[src/rtl/regwr_pkg.sv]
// Shared types and helpers for the register-write strobe front end.
package regwr_pkg;

    typedef enum logic [1:0] {
        IDLE   = 2'd0,
        DEC    = 2'd1,
        STROBE = 2'd2,
        ACK    = 2'd3
    } state_t;

    // Clear-all alias sits this far past the last real register (BASE + NREG + offset).
    localparam int CLR_ALIAS_OFS = 0;

    // Upper bound on NREG that the one-hot helper can represent.
    localparam int MAX_REG = 1024;

    function automatic logic [MAX_REG-1:0] onehot(input int idx, input int nreg);
        logic [MAX_REG-1:0] v;
        v = '0;
        if (idx >= 0 && idx < nreg && idx < MAX_REG)
            v[idx] = 1'b1;
        return v;
    endfunction

endpackage

[src/rtl/regwr_dec.sv]
// Combinational address decode: hit, clear-alias and one-hot enable.
// Optional clear-all alias enabled by defining REGWR_GLOBAL_CLR_EN.
module regwr_dec
    import regwr_pkg::*;
#(
    parameter int AW   = 8,
    parameter int NREG = 8,
    parameter int BASE = 0
) (
    input  logic [AW-1:0]   addr,
    output logic            hit,
    output logic            clr,
    output logic [NREG-1:0] en
);

    localparam logic [AW-1:0] BASE_A = AW'(BASE);
    localparam logic [AW-1:0] NREG_A = AW'(NREG);

    logic [AW:0]        diff;
    logic [AW-1:0]      idx;
    logic               above_base;
    logic [MAX_REG-1:0] sel;
    logic               spill;

    // Extra MSB acts as the borrow, so addr >= BASE needs no separate compare.
    assign diff       = {1'b0, addr} - {1'b0, BASE_A};
    assign idx        = diff[AW-1:0];
    assign above_base = !diff[AW];
    assign sel        = onehot(int'(idx), NREG);
    assign spill      = |sel[MAX_REG-1:NREG];
    assign hit        = above_base && (idx < NREG_A) && !spill;

`ifdef REGWR_GLOBAL_CLR_EN
    assign clr = above_base && (idx == AW'(NREG + CLR_ALIAS_OFS));
`else
    assign clr = 1'b0;
`endif

    always_comb begin
        en = '0;
        if (clr)
            en = '1;
        else if (hit)
            en = sel[NREG-1:0];
    end

endmodule

[src/rtl/regwr_strobe.sv]
// Four-phase bus write front end driving one-cycle one-hot latch enables.
// Defining REGWR_GLOBAL_CLR_EN turns address BASE+NREG into a clear-all alias.
module regwr_strobe
    import regwr_pkg::*;
#(
    parameter int AW   = 8,
    parameter int DW   = 16,
    parameter int NREG = 8,
    parameter int BASE = 0
) (
    input  logic            clk,
    input  logic            reset,
    input  logic            wr_req,
    input  logic [AW-1:0]   wr_addr,
    input  logic [DW-1:0]   wr_data,
    output logic            wr_ack,
    output logic [NREG-1:0] reg_en,
    output logic [DW-1:0]   reg_d,
    output logic            miss,
    output logic            busy
);

    localparam longint LAST_ADDR = longint'(BASE) + longint'(NREG) + longint'(CLR_ALIAS_OFS);

    generate
        if (NREG < 1 || NREG >= MAX_REG || BASE < 0 || LAST_ADDR > (64'sd1 <<< AW) - 1) begin : g_bad_params
            $error("regwr_strobe: NREG/BASE out of range for AW");
        end
    endgenerate

    state_t          state_q, state_d;
    logic [AW-1:0]   addr_q;
    logic            dec_hit, dec_clr;
    logic [NREG-1:0] dec_en;

    regwr_dec #(
        .AW   (AW),
        .NREG (NREG),
        .BASE (BASE)
    ) u_dec (
        .addr (addr_q),
        .hit  (dec_hit),
        .clr  (dec_clr),
        .en   (dec_en)
    );

    always_comb begin
        state_d = state_q;
        case (state_q)
            IDLE:    if (wr_req) state_d = DEC;
            DEC:     state_d = (dec_hit || dec_clr) ? STROBE : ACK;
            STROBE:  state_d = ACK;
            ACK:     if (!wr_req) state_d = IDLE;
            default: state_d = IDLE;
        endcase
    end

    // Outputs are registered off the current state, so each lags its state by one edge.
    always_ff @(posedge clk) begin
        if (reset) begin
            state_q <= IDLE;
            addr_q  <= '0;
            reg_d   <= '0;
            reg_en  <= '0;
            miss    <= 1'b0;
            wr_ack  <= 1'b0;
            busy    <= 1'b0;
        end else begin
            state_q <= state_d;
            if (state_q == IDLE && wr_req) begin
                addr_q <= wr_addr;
                reg_d  <= wr_data;
            end else if (state_q == STROBE && dec_clr) begin
                reg_d  <= '0;
            end
            reg_en <= (state_q == STROBE) ? dec_en : '0;
            miss   <= (state_q == DEC) && !dec_hit && !dec_clr;
            wr_ack <= (state_q == ACK) && wr_req;
            busy   <= (state_d != IDLE);
        end
    end

endmodule

[config.mk]
export PLATFORM = sky130hd
export DESIGN_NAME = regwr_strobe
export DESIGN_NICKNAME = d
export VERILOG_FILES = /design/src/rtl/regwr_pkg.sv /design/src/rtl/regwr_dec.sv /design/src/rtl/regwr_strobe.sv
export SDC_FILE = /design/constraint.sdc
export NUM_CORES = 1
export LEC_CHECK = 0
export ABC_CLOCK_PERIOD_IN_PS = 2600
export CAP_MARGIN = 5
export CORE_ASPECT_RATIO = 1.2
export CORE_MARGIN = 2
export CORE_UTILIZATION = 45
export DETAILED_ROUTE_END_ITERATION = 8
export PLACE_DENSITY = 0.85
export SYNTH_ARGS = -nofsm -noshare
export SYNTH_HDL_FRONTEND = slang
export SYNTH_SLANG_ARGS = --single-unit
[constraint.sdc]
create_clock -name clk -period 2.6 [get_ports clk]
set_input_delay 0.39 -clock clk [delete_from_list [all_inputs] [get_ports clk]]
set_output_delay 0.39 -clock clk [all_outputs]
set_load 0.02 [all_outputs]
## Word level (Yosys, flattened, before mapping)

Index checks and enable logic that the tools add are counted.

| cells by class | value |
|---|---|
| muxes and demuxes | 7 |
| equality and inequality tests | 3 |
| $lt $le $gt $ge | 4 |
| bitwise operators | 3 |
| reductions and logical operators | 11 |

Operators with widths:

| cell | number |
|---|---|
| OR reduction 1016 bit | 1 |
| two-way mux 256 bit | 1 |
| less-than comparator 8 x 4 -> 1 bit (second input constant) | 2 |
| less-than comparator 8 x 11 -> 1 bit (second input constant) | 1 |
| demux 1 bit (select 8 bit) | 1 |
| greater-or-equal comparator 8 x 1 -> 1 bit (second input constant) | 1 |
| case mux 2 bit (4 select lines) | 1 |
| logical AND 1 bit | 5 |
| == test 2 bit (second input constant) | 2 |
| two-way mux 2 bit | 2 |
| OR reduction 4 bit | 1 |
| inverter 1 bit | 3 |
| == test 2 x 1 -> 1 bit (second input constant) | 1 |
| logical NOT 1 bit | 2 |
| logical NOT 2 bit | 1 |
| two-way mux 1 bit | 2 |
| nonzero test 2 bit | 1 |

| storage, ports and cells | value |
|---|---|
| register bits after elaboration | 37 |
| input port bits | 27 |
| word-level logic and storage cells | 35 |
| output and inout bits | 27 |

## Logic depth before layout (Yosys ltp)

| logic depth | value |
|---|---|
| word-level depth | 11 |
| depth in mapped cells | 6 |
| depth with buffers taken out | 3 |

## By module

A second synthesis with hierarchy kept.

| second synthesis, totals | value |
|---|---|
| cell total of the unflattened synthesis | 120 |
| area, all modules | 1367.6 um^2 |

By module, submodules not included:

| module | area an instance (um^2) | times used | sequential area each (um^2) | cells an instance |
|---|---|---|---|---|
| regwr_strobe | 1241.2 | 1 | 740.7 | 102 |
| regwr_dec | 126.4 | 1 | 0.0 | 18 |

## Worst setup path after synthesis

No wires, ideal clock.

| timing | value |
|---|---|
| path kind | register to register |
| start point | reg state_q[0] |
| end point | reg reg_d[0] |
| library setup time | 132 ps |
| buffers on the path | 3 |
| clock period less this slack | 1291 ps |
| arrival time | 1159 ps |
| path slack | 1309 ps |
| stages on the path, launching flop included | 7 |
| path through | dfxtp_1 buf_6 or3b_1 buf_6 buf_6 nand2_1 a21oi_1 |

| on the way | value |
|---|---|
| cells in the longest elaborated chain, start to end | 2 |

RTL lines:

| what | line | text |
|---|---|---|
| start, declared | regwr_strobe.sv:31 | `state_t state_q, state_d;` |
| start signal, assigned | regwr_strobe.sv:69 | `state_q <= state_d;` |
| logical NOT 2 bit | regwr_strobe.sv:70 | `if (state_q == IDLE && wr_req) begin` |
| logical AND 1 bit | regwr_strobe.sv:70 |  |
| end signal, assigned | regwr_strobe.sv:72 | `reg_d <= wr_data;` |
| end, declared | regwr_strobe.sv:18 | `output logic [DW-1:0] reg_d,` |

Every way passes these cells.
A chain may end at the register's enable or synchronous reset.

## Worst setup path in the final report

| timing | value |
|---|---|
| start point | reg reg_d[1] |
| end point | out reg_d[1] |

No word-level cell between the ends.

==> reports/metrics.yaml <==
power:
  p_int_uw: 846.9
  p_leak_nw: 0.6909
  seq_power_share_pct: 54.8
  power_density_nw_per_um2: 609.6
  p_total_mw: 1.168
  ir_drop_v: 0.0004560
  pwr-share-clk_pct: 25.7
  power_frac_comb_pct: 19.5
  swShare_pct: 27.47
  p_sw_uw: 320.8
timing:
  worstMarginPinSlew_ns: 0.7902
  finalCritPeriodShare_pct: 65.98
  max_freq_ghz: 0.5829
  setup_viol: 0
  fin_skew_ns: 0.002640
  hold_viol: 0
  rsz0062_at_grt: "false"
  hold_slack_ns: 0.4694
  fin_crit_ns: 1.715
  slew_headroom_pct: 47.32
  tns_ns: 0
  finalMaxSlewViolations: 0
flow_run:
  maxCapViolCount: 0
drt:
  top_layer: "met4"
  wl_per_cell_um: 13.44
  via_per_inst: 5.120
  wl_met2_um: 1722
  final_antenna_net_count: 0
  dr.pass1.iters: 4
  wl_met3_um: 221
  drc: 0
  routed_wl_um: 3145
  first_iter_violations: 38
  vias: 1198
  wirelength_met1_um: 1129
yosys:
  synth_fp_nets: 178
  synth_warnings: 0
  netlist-cell-type-count: 24
  syn_inst: 151
  syn_area_per_cell_um2: 8.974
  synth_area_um2: 1355
  yosysSeqAreaShare_pct: 54.66
  ys_seq_elements: 37
clock_network:
  cts.path.max_buffers: 2
  clockRootBuffer: "clkbuf_4"
  cts_resized: 0
  clkSlewWorstSetupHoldPaths_ns: 0.10
  post_cts.repair.setup_buffers: 0
  cts_buffers: 5
  tritoncts: "built"
  cts.sinks: 37
  worstSkewPairLatency_ns: 0.34
  htreeDepth: 2
  hold_buffers: 0
floorplanning:
  fp.dieArea_um2: 3468
  io_pins: 54
  placementRows: 21
  die_h_um: 64.11
  start_util_pct: 47.75
  coreArea_um2: 2838
  die_w_um: 54.10
placed_design:
  dp.cells: 227
  detailedPlacementHpwl_um: 2292
  numPortBuffers: 53
  place_congestion: 0.6763
setup_path:
  path_cells: "clkdlybuf4s50_1"
  max_stage_delay_ns: 0.61
  cp_slowest_cell: "clkdlybuf4s50_1"
  r2r_end: "addr_q[7]$_SDFFE_PP0P_"
  crit_required_ns: 2.21
  cp_max_fo: 2
  critPathCaptureType: "output pin"
  rr_startpoint: "state_q[0]$_SDFF_PP0_"
  ff2ff_setup_slack_ns: 0.94
  arrival_ns: 1.33
  critPathKind: "flop to output pin"
  start_kind: "flop"
  reg2regPathDepth: 3
  critPathBufInv: 1
  cpLargestDelayFamily: "buffers and inverters"
min_path:
  hold_end: "reg_d[13]$_SDFFE_PP0P_"
  hold_path.class: "flop to flop"
  min-delay-start: "reg_d[13]$_SDFFE_PP0P_"
  hold_depth: 2
grt:
  grt_pass1_wl_um: 5147
  track_usage_pct: 21.00
  antenna_found_initial: 0
  grt_overflow: 0
  grt_pass1_vias: 1177
  grt_max_degree: 30
finish:
  drive_gt1_share_pct: 7.500
  stdcell_count: 234
  fin_util_pct: 67.50
  antenna_cells: 0
  area_growth_syn_to_layout_pct: 41.37
  final_nets: 227
run_status:
  status: "finished, final reports clean"
==> power groups by stage <==
stage	clock (mW)	combinational, mW	sequential, mW
after floorplan	0	0.127	0.661
after CTS	0.312	0.230	0.640
final	0.300	0.228	0.640
after detailed placement	0	0.229	0.653
after global placement	0	0.222	0.649
after global routing	0.332	0.251	0.645
==> layout make-up <==
class | instances | area, um2
Clock buffer | 7 | 55.05
Fill cell | 250 | 922.1
Inverter | 2 | 7.507
Multi-Input combinational cell | 99 | 524.3
Sequential cell | 37 | 740.7
Tap cell | 34 | 42.54
Timing Repair Buffer | 55 | 545.5
==> worst register-to-register path, stage by stage, from the launching register on <==
cell and delay (ns):
dfxtp_1 0.55, or3b_1 0.70, nand2_1 0.14, a21oi_1 0.21
==> per-layer routing <==
metal,up-vias,global-route usage [%]
li1,594,-
met1,548,21.91
met2,49,35.67
met3,7,7.009
met4,0,11.25
met5,-,0
==> kinds of logic after synthesis <==
logic type             count (synthesis)  share of synthesized area [%]
AOI/OAI and AO/OA                     26                          9.880
buffers and inverters                 15                          6.648
DFF                                   37                          54.66
and+or+nand+nor                       73                          28.81
==> layout by cell type (no fill, tap or decap), types with 3 or more instances in the layout <==
cell,instances
clkdlybuf4s50_1,53
nand2_1,49
dfxtp_1,37
a21oi_1,25
clkbuf_4,5
nor2_1,4
and4b_1,3
nor4b_1,3
==> stage by stage <==
| step | instance area [um2] | setup slack (ns) |
|---|---|---|
| 2_1_floorplan | 1355 | 1.309 |
| 3_3_place_gp | 1861 | 0.6106 |
| 3_5_place_dp | 1861 | 0.5533 |
| 4_1_cts | 1916 | 0.8666 |
| 5_1_grt | 1916 | 0.8021 |
| 6_report | 1916 | 0.8845 |
==> worst max-delay path by stage <==
| stage | startpoint | endpoint | slack [ns] | cells after the start |
|---|---|---|---|---|
| after floorplan | state_q[0]$_SDFF_PP0_ | reg_d[0]$_SDFFE_PP0P_ | 1.31 | 6 |
| after global placement | wr_req | reg_d[8]$_SDFFE_PP0P_ | 0.61 | 4 |
| after detailed placement | wr_req | addr_q[7]$_SDFFE_PP0P_ | 0.55 | 4 |
| after CTS | reg_d[0]$_SDFFE_PP0P_ | reg_d[0] | 0.87 | 1 |
| after global routing | state_q[0]$_SDFF_PP0_ | reg_d[12]$_SDFFE_PP0P_ | 0.80 | 3 |
| final | reg_d[1]$_SDFFE_PP0P_ | reg_d[1] | 0.88 | 1 |
==> state kept, by name, indices dropped and copies added, names as in the netlist <==
register  count
miss          1
state_q       2
reg_d        16
wr_ack        1
busy          1
addr_q        8
reg_en        8
==> synthesized netlist by cell type <==
cell / n / area (um2)
nand2_1: 49 / 183.9
dfxtp_1: 37 / 740.7
a21oi_1: 25 / 125.1
clkbuf_1: 6 / 22.52
buf_6: 4 / 45.04
nor2_1: 4 / 15.01
and4b_1: 3 / 30.03
buf_2: 3 / 15.01
nor4b_1: 3 / 26.28
inv_1: 2 / 7.510
nor3_1: 2 / 10.01
a311oi_1: 1 / 8.760
and2_1: 1 / 6.260
and3_1: 1 / 6.260
nand2_2: 1 / 6.260
nand3_1: 1 / 5.000
nand3_2: 1 / 10.01
nor3b_4: 1 / 18.77
nor4_1: 1 / 6.260
nor4_2: 1 / 12.51
nor4b_2: 1 / 15.01
nor4b_4: 1 / 23.77
or2_2: 1 / 6.260
or3b_1: 1 / 8.760
(Power assumes the default switching activity.)
==> variant 1 (same flow settings) <==
Make the reset (`reset`) asynchronous in one clocked block.
--- a/src/rtl/regwr_strobe.sv
+++ b/src/rtl/regwr_strobe.sv
@@ -58,3 +58,3 @@
     // Outputs are registered off the current state, so each lags its state by one edge.
-    always_ff @(posedge clk) begin
+    always_ff @(posedge clk or posedge reset) begin
         if (reset) begin
Formal check against the unedited RTL: differs if reset is asserted again (counterexample within 4 cycles, from zero or initial values and one cycle with reset high); with reset held inactive, the same outputs for 10 cycles.
==> variant 1 against the original RTL <==
Area after synthesis grew 4.9%. Sequential cell count did not move. First-iteration DRC count down 47%. Global-route usage shrank 3.2 points. Worst hold slack got worse by 24 ps. Die area grew 4.6%. Final area rose by 6.3%. Synthesized cell count is 38% lower. Utilization is 0.27 points lower. Worst setup slack got worse by 0.69 ps. Sequential share of layout area grew 6.8 points. Wire length down 7.5%.
Power is not compared: it rests on default switching activity, and its combinational part moved more than twofold at a synthesized area within 25%.
==> variant 1: results (changes against the original RTL) <==
worst_setup_path:
  critical-path-top-delay-family: "buffers and inverters"
  rr_worst_depth: 3  # unchanged
  timing.rr.start: "state_q[1]"
  worstSetupStartpoint: "reg_d[0]"
  cp.arrival_ps: 1330  # about the same
  slowest_delay_ps: 610  # about the same
  cpMaxStageDelayCell: "clkdlybuf4s50_1"
  rrSetupSlack_ps: 990  # +50 ps
  cp_max_fo: 2  # unchanged
  reg2reg_to: "reg_d[9]"
place:
  dpl_cell_area_sq_um: 1990  # +6.8%
  gp_congestion: 0.771  # +14%
  portBuffers: 53  # unchanged
  placed_cells: 179  # -21%
  dp_hpwl_mm: 2.10  # -8.2%
synth:
  yosys-top-cells-count: "37 x dfrtp_1, 24 x mux2_2, 8 x nor4_1, 3 x buf_2, 3 x inv_1"
  synth_area_leaders: "dfrtp_1 65%, mux2_2 19%, nor4_1 3.5%"
  syn_nets: 120  # -33%
  yosys_most_used_dff: "dfrtp_1"
  ys_async_sr_fraction: 1.00  # +1.00
  synth_cells: 93  # -38%
  ys_warn_count: 0  # unchanged
  synthDistinctLibCells: 21  # -13%
  yosysSeqAreaShare: 0.651  # +0.105
clock_network:
  path_clk_slew_ps: 100  # about the same
  postCtsResizedCells: 0  # unchanged
  post_cts_buffers: 0  # unchanged
  clk_latency_ps: 340  # about the same
  h-tree-depth: 2  # unchanged
  cts.path.max_buffers: 2  # unchanged
  cts_made_buffers: 5  # unchanged
finish:
  num-fill-cells: 230  # -8.0%
  drive_gt1_frac: 0.219  # +0.144
  diodes: 0  # unchanged
  largest-register: "reg_d"
  largestRegisters: "reg_d (16), addr_q (8), reg_en (8)"
  stdcell_count: 187  # -20%
hold_path:
  worstHoldPathType: "input port to asynchronous set/reset pin"
global_route:
  antenna_found_initial: 0  # unchanged
  grt_first_pass_wirelength_mm: 4.91  # -4.6%
  grt_max_degree: 38  # +27%
  grt_use_total: 0.178  # -0.0318
  grt_pass1_vias: 1066  # -9.4%
detailed_routing:
  num_vias: 995  # -17%
  wire_per_inst_um: 15.6  # +16%
  drtIter0Drc: 20  # -47%
  first_pass_iters: 4  # unchanged
status:
  status: "complete, no violations"
timing:
  max-slew-margin-rel: 0.702  # +0.229
  hold_ws_ps: 446  # -23.7 ps
  skew_ps: 3.60  # +0.962 ps
power_and_ir_drop:
  vdd_drop_max_uv: 688
  p_leak_nw: 0.857
[variant 1: changes by cell type after synthesis, sizes merged, moves of 3 or more]
cell,delta
and4b,-3
nand2,-49
clkbuf,-5
dfrtp,+37
nor4b,-5
nor4,+6
nor2,-3
dfxtp,-37
buf,-3
mux2,+24
a21oi,-24
[variant 1: layout make-up]
type	count	area, sq um	share of cell area
Clock buffer	8	48.8	0.0240
Inverter	3	11.3	0.00553
Multi-Input combinational cell	48	459	0.226
Sequential cell	37	926	0.455
Tap cell	36	45.0	0.0221
Timing Repair Buffer	55	546	0.268
[variant 1: through the flow]
| step | utilization | setup WS (ps) |
|---|---|---|
| floorplan | - | 1160 |
| global placement | 0.656 | 731 |
| global route | 0.672 | 844 |
| detailed placement | 0.656 | 652 |
| CTS | 0.672 | 881 |
| finish | 0.672 | 884 |
[variant 1: routing by layer]
layer,track usage,vias up,routed length [um]
met4,0.0518,0,40
met1,0.208,487,1230
met2,0.304,52,1410
met5,0,-,0
met3,0.0709,6,227
li1,-,450,-
[variant 1: how the worst max path moves through the flow]
| stage | to |
|---|---|
| after floorplan | addr_q[0] |
| after global placement | addr_q[3] |
| after detailed placement | addr_q[0] |
| after CTS | reg_d[0] |
| after global routing | reg_d[0] |
| final | reg_d[0] |
[variant 1: power by group]
| part | total, W | switching [W] | internal [W] |
|---|---|---|---|
| combinational | 0.000877 | 0.000374 | 0.000503 |
| sequential | 0.000988 | 0.000193 | 0.000795 |
| clock | 0.000286 | 0.000178 | 0.000108 |
| total | 0.00215 | 0.000745 | 0.00141 |
[variant 1: kinds of logic (layout without fill, tap and decap cells)]
family | Yosys count | in the layout | synth area share
multiplexers | 24 | 24 | 0.190
AND/OR/NAND/NOR | 20 | 20 | 0.106
flip-flops | 37 | 37 | 0.651
buffers and inverters | 8 | 66 | 0.0299
XOR/XNOR | 1 | 1 | 0.00616
AO/OA/AOI/OAI | 3 | 3 | 0.0167
==> variant 2 (same flow settings) <==
Without the edit above. Add a define of `REGWR_GLOBAL_CLR_EN`.
--- a/src/rtl/regwr_dec.sv
+++ b/src/rtl/regwr_dec.sv
@@ -2,2 +2,4 @@
 // Optional clear-all alias enabled by defining REGWR_GLOBAL_CLR_EN.
+`define REGWR_GLOBAL_CLR_EN
+
 module regwr_dec
Behaviour: not the same (Yosys sat finds a counterexample within 4 cycles, from zero or initial values and one cycle with reset high).
==> variant 2 against the original RTL <==
Utilization fell by 2.5 points. Area after synthesis rose by 13%. Final area rose by 12%. Clock skew rose by 5.9 ps. Sequential cell count did not move. Register-to-register slack got worse by 450 ps. Power rose by 11%. Worst setup slack got worse by 400 ps. Wire length rose by 2.4%. Critical endpoint is now reg_d[2].
==> variant 2: results (changes against the original RTL) <==
status:
  status: "complete, no violations"
clock_network:
  cts-root-buf: "clkbuf_8"
  clk_latency_ps: 290  # -50 ps
  post_cts_buffers: 0  # unchanged
  path_clk_slew_ps: 80  # -20 ps
detailed_routing:
  via_per_inst: 5.31  # +3.8%
  wire_per_inst_um: 12.9  # -4.2%
worst_setup_path:
  slowest_delay_ps: 760  # +150 ps
  timing.rr.start: "addr_q[0]"
  crit_type: "flip-flop to flip-flop"
  cpMaxStageDelayCell: "or4b_2"
  cp.arrival_ps: 2260  # +930 ps
  cp_max_fo: 16  # +14
  critical-path-top-delay-family: "simple AND/OR/NAND/NOR gates"
global_route:
  grt_first_pass_wirelength_mm: 5.35  # +4.0%
  grt_use_total: 0.181  # -0.0291
  grt_max_degree: 46  # +53%
timing:
  tightest_slew_ps: 709  # -81.5 ps
  skew_ps: 8.59  # +5.95 ps
power_and_ir_drop:
  vdd_drop_max_uv: 452  # -0.87%
  p_leak_nw: 0.731  # +5.9%
place:
  portBuffers: 53  # unchanged
  pre_cts_slack_ps: 497  # -56.6 ps
  dp_hpwl_mm: 2.13  # -7.2%
synth:
  synthDistinctLibCells: 27  # +13%
  synth_area_leaders: "dfxtp_1 48%, nand3b_1 16%, o21ai_0 5.2%"
  yosys-top-cells-count: "37 x dfxtp_1, 32 x nand3b_1, 17 x nand2_1, 16 x o21ai_0"
  yosysSeqAreaShare: 0.483  # -0.0638
  synth_area_per_cell_sq_um: 9.24  # +3.0%
hold_path:
  hold_start: "addr_q[7]"
finish:
  num-fill-cells: 258  # +3.2%
  stdcell_count: 250  # +6.8%
  nNetsFinal: 239  # +5.3%
  drive_gt1_frac: 0.0986  # +0.0236
## variant 2: path summary, 6_finish.rpt
kind	to	slack [ps]	cells after the start
max	reg_d[2]	490	3
min	addr_q[7]	460	2
max reg2reg	reg_d[2]	490	3
min reg2reg	addr_q[7]	460	2
## variant 2: layout make-up
cell class,instances,area share
Sequential cell,37,0.344
Multi-Input combinational cell,111,0.335
Timing Repair Buffer,56,0.257
Clock buffer,5,0.0320
Tap cell,37,0.0215
Clock inverter,3,0.00814
Inverter,1,0.00175
## variant 2: cells by family (layout without fill, tap and decap cells)
kind of cell | after synthesis | after routing | share of synthesized area
AOI/OAI and AO/OA | 31 | 31 | 0.104
xor gates and xnor gates | 3 | 3 | 0.0171
buffers and inverters | 18 | 65 | 0.0506
DFF | 37 | 37 | 0.483
and+or+nand+nor | 77 | 77 | 0.346
## variant 2: layer usage
layer / global-route usage / vias up / wire [um]
met5: 0 / - / 0
li1: - / 667 / -
met3: 0.0605 / 6 / 208
met4: 0.0785 / 0 / 59
met2: 0.299 / 44 / 1490
met1: 0.215 / 611 / 1460
## variant 2: power by group
part	internal [W]	switching (W)	total [W]
Combinational	0.000134	0.000128	0.000262
Sequential	0.000607	0.0000391	0.000646
Clock	0.000185	0.000205	0.000389
## variant 2: worst reg2reg max path, stage by stage, from the launching register on
cell     delay (ps)
dfxtp_1         430
or4b_2          770
nor4_4          560
o21ai_0         200
## variant 2: per-stage QoR
| step | utilization | instance area (sq um) |
|---|---|---|
| global route | 0.650 | 2150 |
| finish | 0.650 | 2150 |
| detailed placement | 0.624 | 2060 |
| floorplan | - | 1530 |
| CTS | 0.650 | 2150 |
| global placement | 0.624 | 2060 |
